## src/rtl/hazard_stall_unit_pkg.sv

```systemverilog
// Shared pipeline definitions for the D-stage stall controller.
package pipe_defs;

    localparam int unsigned REG_AW   = 5;
    localparam int unsigned T_W      = 2;
    localparam int unsigned MULT_CYC = 5;
    localparam int unsigned DIV_CYC  = 10;

    // Tuse encoding meaning "this source is not read".
    localparam logic [T_W-1:0] TUSE_NONE = {T_W{1'b1}};

endpackage

```

## src/rtl/hazard_cmp.sv

```systemverilog
// Single source / single producer stage Tuse-Tnew hazard comparator.
module hazard_cmp #(
    parameter int unsigned REG_AW = 5,
    parameter int unsigned T_W    = 2
) (
    input  logic [REG_AW-1:0] src,
    input  logic [T_W-1:0]    tuse,
    input  logic [REG_AW-1:0] a3,
    input  logic [T_W-1:0]    tnew,
    output logic              hz
);

    // $0 and "not read" never stall; a result that arrives in time needs no stall.
    always_comb begin
        hz = (a3 != '0) && (src == a3) && (tuse != {T_W{1'b1}}) && (tnew > tuse);
    end

endmodule

```

## src/rtl/hazard_stall_unit.sv

```systemverilog
// D-stage stall controller: Tuse/Tnew data hazards, MDU busy tracking, stall perf counter.
module hazard_stall_unit
    import pipe_defs::*;
#(
    parameter int unsigned REG_AW   = pipe_defs::REG_AW,
    parameter int unsigned T_W      = pipe_defs::T_W,
    parameter int unsigned MULT_CYC = pipe_defs::MULT_CYC,
    parameter int unsigned DIV_CYC  = pipe_defs::DIV_CYC,
    parameter int unsigned CNT_W    = 4,
    parameter int unsigned PERF_W   = 32
) (
    input  logic              clk,
    input  logic              reset,
    input  logic [REG_AW-1:0] rs_D,
    input  logic [REG_AW-1:0] rt_D,
    input  logic [T_W-1:0]    tuse_rs_D,
    input  logic [T_W-1:0]    tuse_rt_D,
    input  logic              md_D,
    input  logic [REG_AW-1:0] A3_E,
    input  logic [T_W-1:0]    tnew_E,
    input  logic [REG_AW-1:0] A3_M,
    input  logic [T_W-1:0]    tnew_M,
    input  logic              md_start_E,
    input  logic              md_div_E,
    output logic              stall,
    output logic              md_busy,
    output logic [PERF_W-1:0] stall_cnt
);

    logic             hz_rs_e;
    logic             hz_rs_m;
    logic             hz_rt_e;
    logic             hz_rt_m;
    logic             md_hz;
    logic [CNT_W-1:0] md_cnt;

    hazard_cmp #(.REG_AW(REG_AW), .T_W(T_W)) u_cmp_rs_e (
        .src  (rs_D),
        .tuse (tuse_rs_D),
        .a3   (A3_E),
        .tnew (tnew_E),
        .hz   (hz_rs_e)
    );

    hazard_cmp #(.REG_AW(REG_AW), .T_W(T_W)) u_cmp_rs_m (
        .src  (rs_D),
        .tuse (tuse_rs_D),
        .a3   (A3_M),
        .tnew (tnew_M),
        .hz   (hz_rs_m)
    );

    hazard_cmp #(.REG_AW(REG_AW), .T_W(T_W)) u_cmp_rt_e (
        .src  (rt_D),
        .tuse (tuse_rt_D),
        .a3   (A3_E),
        .tnew (tnew_E),
        .hz   (hz_rt_e)
    );

    hazard_cmp #(.REG_AW(REG_AW), .T_W(T_W)) u_cmp_rt_m (
        .src  (rt_D),
        .tuse (tuse_rt_D),
        .a3   (A3_M),
        .tnew (tnew_M),
        .hz   (hz_rt_m)
    );

    // MDU is busy from the start cycle until the latency counter drains.
    always_comb begin
        md_busy = md_start_E || (md_cnt != '0);
        md_hz   = md_D && md_busy;
        stall   = hz_rs_e || hz_rs_m || hz_rt_e || hz_rt_m || md_hz;
    end

    // MDU latency counter: load on start (restart reloads), else count down to idle.
    always_ff @(posedge clk) begin
        if (reset) begin
            md_cnt <= '0;
        end else if (md_start_E) begin
            md_cnt <= md_div_E ? CNT_W'(DIV_CYC) : CNT_W'(MULT_CYC);
        end else if (md_cnt != '0) begin
            md_cnt <= md_cnt - 1'b1;
        end
    end

    // Saturating count of stalled cycles.
    always_ff @(posedge clk) begin
        if (reset) begin
            stall_cnt <= '0;
        end else if (stall && (stall_cnt != {PERF_W{1'b1}})) begin
            stall_cnt <= stall_cnt + 1'b1;
        end
    end

endmodule

```

## config.mk

```make
export PLATFORM = sky130hd
export DESIGN_NAME = hazard_stall_unit
export DESIGN_NICKNAME = d
export VERILOG_FILES = /design/src/rtl/hazard_stall_unit_pkg.sv /design/src/rtl/hazard_cmp.sv /design/src/rtl/hazard_stall_unit.sv
export SDC_FILE = /design/constraint.sdc
export NUM_CORES = 1
export LEC_CHECK = 0
export ABC_AREA = 1
export BUFFER_PORTS_ARGS = -buffer_cell sky130_fd_sc_hd__buf_2
export CORE_MARGIN = 1.5
export CORE_UTILIZATION = 40
export DETAILED_ROUTE_END_ITERATION = 8
export HOLD_SLACK_MARGIN = 0.03
export PLACE_DENSITY = 0.73
export SKIP_LAST_GASP = 1
export SYNTH_ARGS = -nofsm -noshare
export SYNTH_HDL_FRONTEND = slang
export SYNTH_SLANG_ARGS = --single-unit
```

## constraint.sdc

```tcl
create_clock -name clk -period 2 [get_ports clk]
set_input_delay 0.4 -clock clk [delete_from_list [all_inputs] [get_ports clk]]
set_output_delay 0.4 -clock clk [all_outputs]
set_load 0.01 [all_outputs]
```

Word level (Yosys, flattened, before mapping)

Cells that the tools add are included.

Output and inout port bits: 34
Input bits: 33
Word-level logic and storage cells: 41
Bits in registers: 36

Equal/unequal tests: 7
Add/subtract/negate cells: 2
Mux-type cells: 3
Magnitude comparators: 4
Reduce and logical (&&, ||, !) cells: 23

Operators by type and width:

| cell                                                               | count |
|---|---|
| 32-bit by 1-bit adder with 32-bit output, second input constant    | 1 |
| 32-bit inequality test, second input constant                      | 1 |
| 5-bit == test                                                      | 4 |
| 1-bit logical AND                                                  | 14 |
| 4-bit 2-to-1 mux                                                   | 3 |
| 5-bit nonzero test                                                 | 2 |
| 2-bit > comparator                                                 | 4 |
| 1-bit logical OR                                                   | 5 |
| 2-bit inequality test, second input constant                       | 2 |
| 4-bit nonzero test                                                 | 1 |
| 4-bit by 1-bit subtractor with 4-bit output, second input constant | 1 |
| 2-bit nonzero test                                                 | 1 |

Logic depth before layout (Yosys ltp)

Gate-level depths: netlist (run 1).

Depth after elaboration: 9
Mapped depth: 15
Gate-level depth less buffers: 15

Hierarchy

From an unflattened synthesis (run 1), not the netlist that was laid out.

Cell total of the unflattened synthesis: 518
Area, all modules: 2890.3 sq um

Modules (own cells, without submodules):

| module            | cells an instance | area each (sq um) | sequential area each (sq um) | times used |
|---|---|---|---|---|
| hazard_stall_unit | 350               | 2184.6            | 720.7                        | 1 |
| hazard_cmp        | 42                | 176.4             | 0.0                          | 4 |

Worst setup path after synthesis (run 1)

OpenSTA, ideal clock, no wires.

Kind: input -> output
Start: input port tuse_rs_D[1]
End: output port stall
Data arrival time: 1.536 ns
Path slack: 0.064 ns
Buffers on the path: 1
Stages: 12
Cell sequence: inv_1 > ha_1 > nand2_1 > inv_1 > nor2_1 > nand2_1 > nor2_1 > nand3_1 > nand2_1 > nand2_1 > nand3_4 > buf_2

Longest elaborated chain between the ends: 7
Elaborated cells on any way between the ends: 11
Classes of those cells: order compare (2); eq/ne (1); reduce/logical (8)

Ends and longest elaborated chain:

| item                             | RTL line                | RTL |
|---|---|---|
| from (decl)                      | hazard_stall_unit.sv:16 | `input logic [T_W-1:0] tuse_rs_D,` |
| 2-bit inequality test            | hazard_cmp.sv:15        | `hz = (a3 != '0) && (src == a3) && (tuse != {T_W{1'b1}}) && (tnew > tuse);` |
| 1-bit logical AND (2 in series)  | hazard_cmp.sv:15        |  |
| 1-bit logical OR * (4 in series) | hazard_stall_unit.sv:73 | `stall = hz_rs_e \|\| hz_rs_m \|\| hz_rt_e \|\| hz_rt_m \|\| md_hz;` |
| to (decl)                        | hazard_stall_unit.sv:25 | `output logic stall,` |

Mark *: on every way between the ends. The rest lies on a longest branch, timed or not.

Worst setup path after layout (run 1)

Start: register md_cnt[0]
End: output port stall

Longest elaborated chain between the ends: 4

Ends and longest elaborated chain:

| item                   | RTL line                | RTL |
|---|---|---|
| from (decl)            | hazard_stall_unit.sv:35 | `logic [CNT_W-1:0] md_cnt;` |
| from (signal assigned) | hazard_stall_unit.sv:81 | `md_cnt <= md_div_E ? CNT_W'(DIV_CYC) : CNT_W'(MULT_CYC);` |
| from (signal assigned) | hazard_stall_unit.sv:83 | `md_cnt <= md_cnt - 1'b1;` |
| 4-bit nonzero test     | hazard_stall_unit.sv:71 | `md_busy = md_start_E \|\| (md_cnt != '0);` |
| 1-bit logical OR       | hazard_stall_unit.sv:71 |  |
| 1-bit logical AND      | hazard_stall_unit.sv:72 | `md_hz = md_D && md_busy;` |
| 1-bit logical OR       | hazard_stall_unit.sv:73 |  |

No other way between the ends.

==> results of run 1 <==
[kinds of logic (layout without fill, tap and decap cells)]
family / after synthesis / count (layout) / synth area share, %
xor gates and xnor gates: 34 / 34 / 10.4
buffers and inverters: 66 / 143 / 9.54
adders and majority gates: 11 / 11 / 4.79
AOI/OAI and AO/OA: 39 / 39 / 6.79
and+or+nand+nor: 278 / 278 / 43.4
DFF: 36 / 36 / 25.1
[per-layer routing]
layer	part of all wire, %	track usage [%]	vias to the layer above
met5	0	0	-
met4	1.5	5.63	0
met3	6.7	3.77	14
met2	48	36.6	116
met1	44	27.6	1510
li1	-	-	1629
[worst max-delay path, stage by stage, from the launching register on]
cell	delay, ps
sky130_fd_sc_hd__dfxtp_1	320
sky130_fd_sc_hd__inv_1	100
sky130_fd_sc_hd__ha_1	160
sky130_fd_sc_hd__nand4_1	230
sky130_fd_sc_hd__nand2_1	210
sky130_fd_sc_hd__nand3_4	110
sky130_fd_sc_hd__buf_6	130
[where the power goes]
| part | internal, uW | leakage, uW | total [uW] | switching, uW |
|---|---|---|---|---|
| Clock | 237 | 0.0000410 | 492 | 256 |
| Combinational | 170 | 0.00130 | 413 | 243 |
| Sequential | 735 | 0.000291 | 748 | 13.6 |
[cells in the mapped netlist]
cell type | count | area, sq um
sky130_fd_sc_hd__a21oi_1 | 33 | 165
sky130_fd_sc_hd__buf_2 | 3 | 15.0
sky130_fd_sc_hd__buf_6 | 3 | 33.8
sky130_fd_sc_hd__clkbuf_1 | 5 | 18.8
sky130_fd_sc_hd__dfxtp_1 | 36 | 721
sky130_fd_sc_hd__ha_1 | 11 | 138
sky130_fd_sc_hd__inv_1 | 51 | 191
sky130_fd_sc_hd__inv_2 | 4 | 15.0
sky130_fd_sc_hd__nand2_1 | 140 | 526
sky130_fd_sc_hd__nand2_2 | 3 | 18.8
sky130_fd_sc_hd__nand2_4 | 1 | 11.3
sky130_fd_sc_hd__nand3_1 | 42 | 210
sky130_fd_sc_hd__nand3_4 | 1 | 17.5
sky130_fd_sc_hd__nand3b_1 | 4 | 30.0
sky130_fd_sc_hd__nand4_1 | 4 | 25.0
sky130_fd_sc_hd__nand4_4 | 1 | 21.3
sky130_fd_sc_hd__nor2_1 | 49 | 184
sky130_fd_sc_hd__nor2_2 | 1 | 6.26
sky130_fd_sc_hd__nor2_4 | 2 | 22.5
sky130_fd_sc_hd__nor3_1 | 22 | 110
sky130_fd_sc_hd__nor3_2 | 3 | 30.0
sky130_fd_sc_hd__nor3b_1 | 3 | 22.5
sky130_fd_sc_hd__nor4_1 | 1 | 6.26
sky130_fd_sc_hd__o21ai_0 | 6 | 30.0
sky130_fd_sc_hd__or2_0 | 1 | 6.26
sky130_fd_sc_hd__xnor2_1 | 8 | 70.1
sky130_fd_sc_hd__xor2_1 | 26 | 228
[final timing paths]
kind / start / end / slack, ps / depth (start not counted)
setup / recovery: md_cnt[0] / stall / 50 / 6
hold / removal: reset / md_cnt[2] / 390 / 4
setup reg to reg: stall_cnt[0] / stall_cnt[19] / 70 / 8
hold reg to reg: stall_cnt[30] / stall_cnt[30] / 510 / 2
[final cells by class]
type,count,area (sq um),area share [%]
Clock buffer,6,72.6,2.00
Multi-Input combinational cell,362,1980,54.6
Sequential cell,36,721,19.9
Tap cell,96,120,3.31
Inverter,55,221,6.11
Timing Repair Buffer,81,505,13.9
Clock inverter,1,5.00,0.138
[stage by stage]
step	total power, uW	hold slack [ps]
6_report	1650	393
5_1_grt	1730	404
4_1_cts	1610	391
3_5_place_dp	1110	497
3_3_place_gp	1100	492
2_1_floorplan	991	470
[what timing repair did]
item                                    CTS  global route
resized for setup                         5            35
pin swaps                                 5            17
buffers inserted                          1             0
cloned                                    0             0
endpoints found under the setup margin    1            32
hold buffers                              0             0
[flip-flops by register name (all words and copies together) (netlist names)]
register and count:
stall_cnt 32, md_cnt 4
==> summary by stage, run 1 <==
Setup path
Of all nets on the critical path, the largest fanout is 5. The start-to-end type of the worst setup path is flop to output port. The startpoint type of the worst setup path is a flop.

The required time reported for the critical path endpoint is 1600 ps. The element type at the critical path end is an output port. STA puts the critical path data arrival time at 1550 ps.

Floorplanning
The horizontal die dimension is 87.7 microns. The die is 87.7 microns tall. The number of primary I/O pins is 67. The core region is 6870 sq um. The die covers 7700 sq um. The effective utilization at floorplan is 41.8%.

The floorplan has 30 rows.

Route
The overall via count from detail_route is 3269. The count of routing violations after the opening detailed-route iteration is 177. The pre-antenna-repair detailed-routing pass consisted of 5 iterations. Using the TritonRoute via totals, the vias-per-cell ratio works out to 5.13. The final antenna-violating net count is 0. The sum of routed wire length over all layers is 8320 microns. The average routed wire per standard cell is 13.1 microns. The count of unresolved DRC violations after routing is 0.

Global route
The number of antenna violations at the first check in global routing was 0. The via count of the first global-routing pass is 2957. The pin count of the biggest net entering global routing is 28.

For this run the aggregate overflow at the end of global routing stands at 0. In the global route stage, overall resource usage came out at 21.4%. The wire length of the first global-routing pass is 13100 microns.

Place
In this run, placement finished with an instance count of 629. The detailed placer's ending HPWL is 6290 microns. The global placer's final weighted congestion is 0.997. The worst slack at placement is -203 ps. The post-detailed-placement cell area is 3360 sq um. The number of port buffers is 66.

STA
The final setup violation count is 0. After layout, the worst path uses 97.6% of the clock period. Static timing analysis puts the maximum clock frequency at 512 MHz.

Setup repair after global routing could not meet its margin everywhere. The slew at the pin with the worst max-slew slack is 415 ps. The post-route minimum period is 1950 ps. The number of max-slew violations in the final report is 0. The count of final hold-check violations came to 0. Summed over all failing endpoints, the final setup total negative slack is 0 ps. The final worst-path setup slack is 47.8 ps. Clock skew on the completed layout was measured at 7.01 ps.

The normalized max-slew margin is 72.1%.

Cells and area
After routing the design area is 3630 sq um. Fill cells in the final layout number 668. For this run, the number of standard cells in the final layout without fillers is 637. Leaving out fill and tap cells, the most frequent cells in the layout are 135 x sky130_fd_sc_hd__nand2_1, 61 x sky130_fd_sc_hd__buf_2, 48 x sky130_fd_sc_hd__inv_1, 48 x sky130_fd_sc_hd__nor2_1, 42 x sky130_fd_sc_hd__nand3_1.

The repair_antennas step left the layout with diodes totalling 0. Relative to the synthesized area, the layout overhead comes to 26.3%. For this run, the share of the core covered by cells in the final layout is 52.8%. The final layout contains 585 nets. The most common cell after layout, fill and taps aside is sky130_fd_sc_hd__nand2_1.

The share of final-layout standard cells stronger than drive strength 1 is 22.0%.

Logic synthesis
The post-synthesis instance total is 464. The post-synthesis net count is 508. The sequential share of the synthesized area is 25.1%. After synthesis, the netlist uses 27 different library cells. Averaged over all synthesized cells, the footprint is 6.19 sq um. For this run, the number of Yosys warnings is 0. The netlist area before placement is 2870 sq um. In this run, synthesis produced a sequential element count of 36.

Power
For this design the ratio of total power to cell area is 456 nW/um^2. The peak supply drop is 0.000198 V. The analysis attributes to cell leakage a power of 0.00163 uW.

Clock tree
The number of CTS-inserted buffers is 5. The tree is rooted in a sky130_fd_sc_hd__clkbuf_8. The CTS tree is done. The clock passes through at most 2 buffers. The clock tree synthesis step divided the H-tree into 2 levels. The number of sinks driven by the clock tree is 36. After clock tree synthesis, the clock-pin slew on the worst setup and hold paths is 70 ps. The clock insertion delay at the later pin of the skew report is 300 ps.

Worst hold path
The path class of the tightest hold or removal check is input pin to flop.

Status
The run finished with clean final reports.

Job
Across the run, the number of max-cap violations was 0.
No activity file was read; power rests on OpenSTA's default activity.
==> run 2, diff against run 1 <==
- PLACE_DENSITY: 0.73 -> 0.7
- clock period: 2 -> 1.8 ns (I/O delays scaled with it)
==> summary by stage, run 2 (synthesis results as in run 1) <==
Global route
The pin count of the biggest net entering global routing is 28 (unchanged). The wire length of the first global-routing pass is 14100 microns (+7.0%). The overall overflow remaining after global route was 0 (unchanged). The number of antenna violations at the first check in global routing is 0 (unchanged). The via count of the first global-routing pass is 3072 (+3.9%).

The total global-route track usage is 23.3% (+1.9 points).

Cells and area
The synthesis-to-layout area growth is 36.2%. The filler cell count in the final layout is 665 (-0.45%). The largest registers in the layout are stall_cnt (32), md_cnt (4). The count of inserted antenna diode cells is 0 (unchanged). The number of nets in the finished design came to 613 (+4.8%).

The register ranked first by flip-flop count is stall_cnt. The library cells used most frequently in the layout, excluding fill and tap cells, are 135 x sky130_fd_sc_hd__nand2_1, 60 x sky130_fd_sc_hd__buf_2, 47 x sky130_fd_sc_hd__inv_1, 43 x sky130_fd_sc_hd__nor2_1, 42 x sky130_fd_sc_hd__nand3_1. The share of final-layout standard cells stronger than drive strength 1 came to 28.8% (+6.8 points). The flip-flop count of the largest register after layout came to 32 (unchanged). The library cell used most frequently in the layout, excluding fill and tap cells, is sky130_fd_sc_hd__nand2_1.

Job
The max-cap check violation count came to 0 (unchanged).

Setup path
The worst setup path is launched from an input pin. The start-to-end type of the worst setup path is input pin to output port. The reg-to-reg critical path endpoint is stall_cnt[0]. Walking the worst path, the cells encountered are buf_2 > ha_4 > nand2_2 > nand2_1 > nor2_1 > nand2_1 > nor2_2 > nand2_1 > nand2_1 > nand2_2 > nand3_4 > buf_6. The largest fanout on the critical path is 3 (-2). The worst-case reg-to-reg path depth is 13 (+5).

Among the stages of the critical path, the cell type that occurs most often is sky130_fd_sc_hd__nand2_1. The required time reported for the critical path endpoint is 1440 ps (-160 ps). The cell type of the slowest stage on the worst timing path is sky130_fd_sc_hd__ha_4. The startpoint of the worst register-to-register path is stall_cnt[0]. The element type at the critical path end is an output port.

The delay of the slowest critical-path stage came to 230 ps (-90 ps). The endpoint arrival time on the critical path is 1550 ps (about the same). The slack of the worst reg-to-reg path is 10 ps (-60 ps).

STA
The final setup violation count was 23 (+23). The final worst-path setup slack is -107 ps (-154 ps). The setup clock skew after layout came to 10.9 ps (+3.85 ps). The fraction of the cycle the final worst path needs is 106%.

The normalized max-slew margin was 73.4% (+1.3 points). Setup repair after global routing could not meet its margin everywhere. The worst hold slack is 364 ps (-29.7 ps). The number of max-slew violations in the final report is 0 (unchanged).

The slew at the pin with the worst max-slew slack is 395 ps (-20.5 ps). Timing would allow up to 525 MHz. The count of final hold-check violations is 0 (unchanged).

The post-route minimum period is 1910 ps.

Power
The share of total power in the clock network is 29.8% (about the same). The part of the power in combinational logic is 26.3% (+1.3 points). The peak supply drop is 0.000275 V (+39%). The net switching power of the design came to 607 uW (+19%). The areal power density over the cells is 484 nW/um^2 (+6.1%). The internal power is 1290 uW (+13%).

The net switching fraction of the power came to 32.1% (+1.1 points). The static leakage power is 0.00180 uW (+10%). The sequential fraction of design power is 43.9% (-1.4 points).

Route
The average routed wire per standard cell was 13.7 microns (+4.5%). The count of TritonRoute iterations in the first routing pass was 4 (-1). The count of routing violations after the opening detailed-route iteration is 196 (+11%). The final antenna-violating net count came to 0 (unchanged). The sum of routed wire length over all layers is 9080 microns (+9.1%). The count of unresolved DRC violations after routing came to 0 (unchanged). The via density per instance is 5.03 (-2.0%).

The overall via count from detail_route is 3343 (+2.3%).

Clock tree
The clock insertion delay at the later pin of the skew report is 300 ps (about the same). The buffer depth of the longest clock path is 2 (unchanged). The number of sinks driven by the clock tree is 36 (unchanged). The clock tree root buffer cell is sky130_fd_sc_hd__clkbuf_8. The clock edge transition at the registers on the reported setup and hold paths is 60 ps (about the same).

TritonCTS built the clock tree. The number of H-tree branching levels was 2 (unchanged). The number of CTS-inserted buffers is 5 (unchanged).

Worst hold path
The path with the worst hold slack has its endpoint at md_cnt[2]. The type of the most critical hold path is input pin to flop. The worst hold path startpoint is reset. The number of cells on the worst hold path is 4 (unchanged).

Floorplanning
The horizontal die dimension is 87.7 microns (unchanged). The full die area came to 7700 sq um (unchanged). The number of primary I/O pins is 67 (unchanged). The number of placement rows is 30 (unchanged). The die height is 87.7 microns (unchanged).

The effective utilization at floorplan is 41.8% (unchanged). The core outline area was 6870 sq um (unchanged).

Status
The flow ran to the end, but the final reports show violations. The checks that failed: negative setup slack.

Place
The global placer's final weighted congestion is 0.932 (-6.5%). The worst slack at placement is -212 ps (-8.29 ps). The detailed placer's ending HPWL is 6540 microns (+4.0%). The number of port buffers is 66 (unchanged).
## run 2: changes by cell type in the layout (fill, tap and decap cells not counted), moves of 2 or more
cell / previous run / this run
sky130_fd_sc_hd__buf_4: 12 / 39
sky130_fd_sc_hd__nor2_1: 48 / 43
sky130_fd_sc_hd__nor2_2: 2 / 7
sky130_fd_sc_hd__dfxtp_1: 36 / 32
sky130_fd_sc_hd__dfxtp_2: 0 / 4
sky130_fd_sc_hd__nor3_1: 21 / 17
sky130_fd_sc_hd__nor3_2: 4 / 7
sky130_fd_sc_hd__buf_6: 4 / 6
sky130_fd_sc_hd__nand2_4: 0 / 2
## run 2: metrics by stage
stage / setup TNS, ps / cells / total power, uW / util (%) / instance area [sq um]
floorplan: -19.8 / 464 / 1100 / - / 2880
detailed placement: -6030 / 648 / 1250 / 51.2 / 3520
global route: -3040 / 665 / 2000 / 57.0 / 3910
global placement: -3710 / 648 / 1240 / 51.2 / 3520
finish: -567 / 665 / 1890 / 57.0 / 3910
CTS: -25.1 / 658 / 1860 / 55.0 / 3780
## run 2: what timing repair did
action | 4_1_cts | 5_1_grt
pin swaps | 14 | 16
gates resized for setup | 33 | 22
gates cloned | 0 | 1
endpoints found under the setup margin | 10 | 33
buffers inserted | 3 | 6
hold buffers | 0 | 0
## run 2: worst max-delay path by stage
stage | startpoint | endpoint | slack (ps)
after floorplan | tuse_rs_D[1] | stall | -20
after global placement | tuse_rs_D[1] | stall | -160
after detailed placement | tuse_rt_D[1] | stall | -210
after CTS | tuse_rs_D[1] | stall | -30
after global routing | tuse_rt_D[0] | stall | -160
final | tuse_rt_D[0] | stall | -110
## run 2: area by class of cell
cell class                      instances  area (sq um)  area share [%]
Inverter                               55           221            5.66
Timing Repair Buffer                  108           711            18.2
Clock buffer                            6          72.6            1.85
Multi-Input combinational cell        363          2060            52.6
Clock inverter                          1          5.00           0.128
Sequential cell                        36           726            18.5
Tap cell                               96           120            3.07
## run 2: per-layer routing
layer / up-vias / GRT usage (%) / wire [microns]
li1: 1680 / - / -
met4: 0 / 10.2 / 256
met5: - / 0 / 0
met1: 1545 / 30.0 / 4000
met3: 22 / 3.68 / 502
met2: 96 / 38.4 / 4330
## run 2: power by group through the flow
| stage | combinational (uW) | clock, uW | sequential (uW) |
|---|---|---|---|
| after global routing | 544 | 621 | 833 |
| final | 498 | 563 | 832 |
| after global placement | 389 | 0 | 847 |
| after detailed placement | 402 | 0 | 847 |
| after floorplan | 252 | 0 | 852 |
| after CTS | 453 | 579 | 831 |
## run 2: critical path, delay by kind of cell
family	cells	cell delay, ps
fa+ha+maj	1	230
buf+inv	2	240
simple gates	9	690
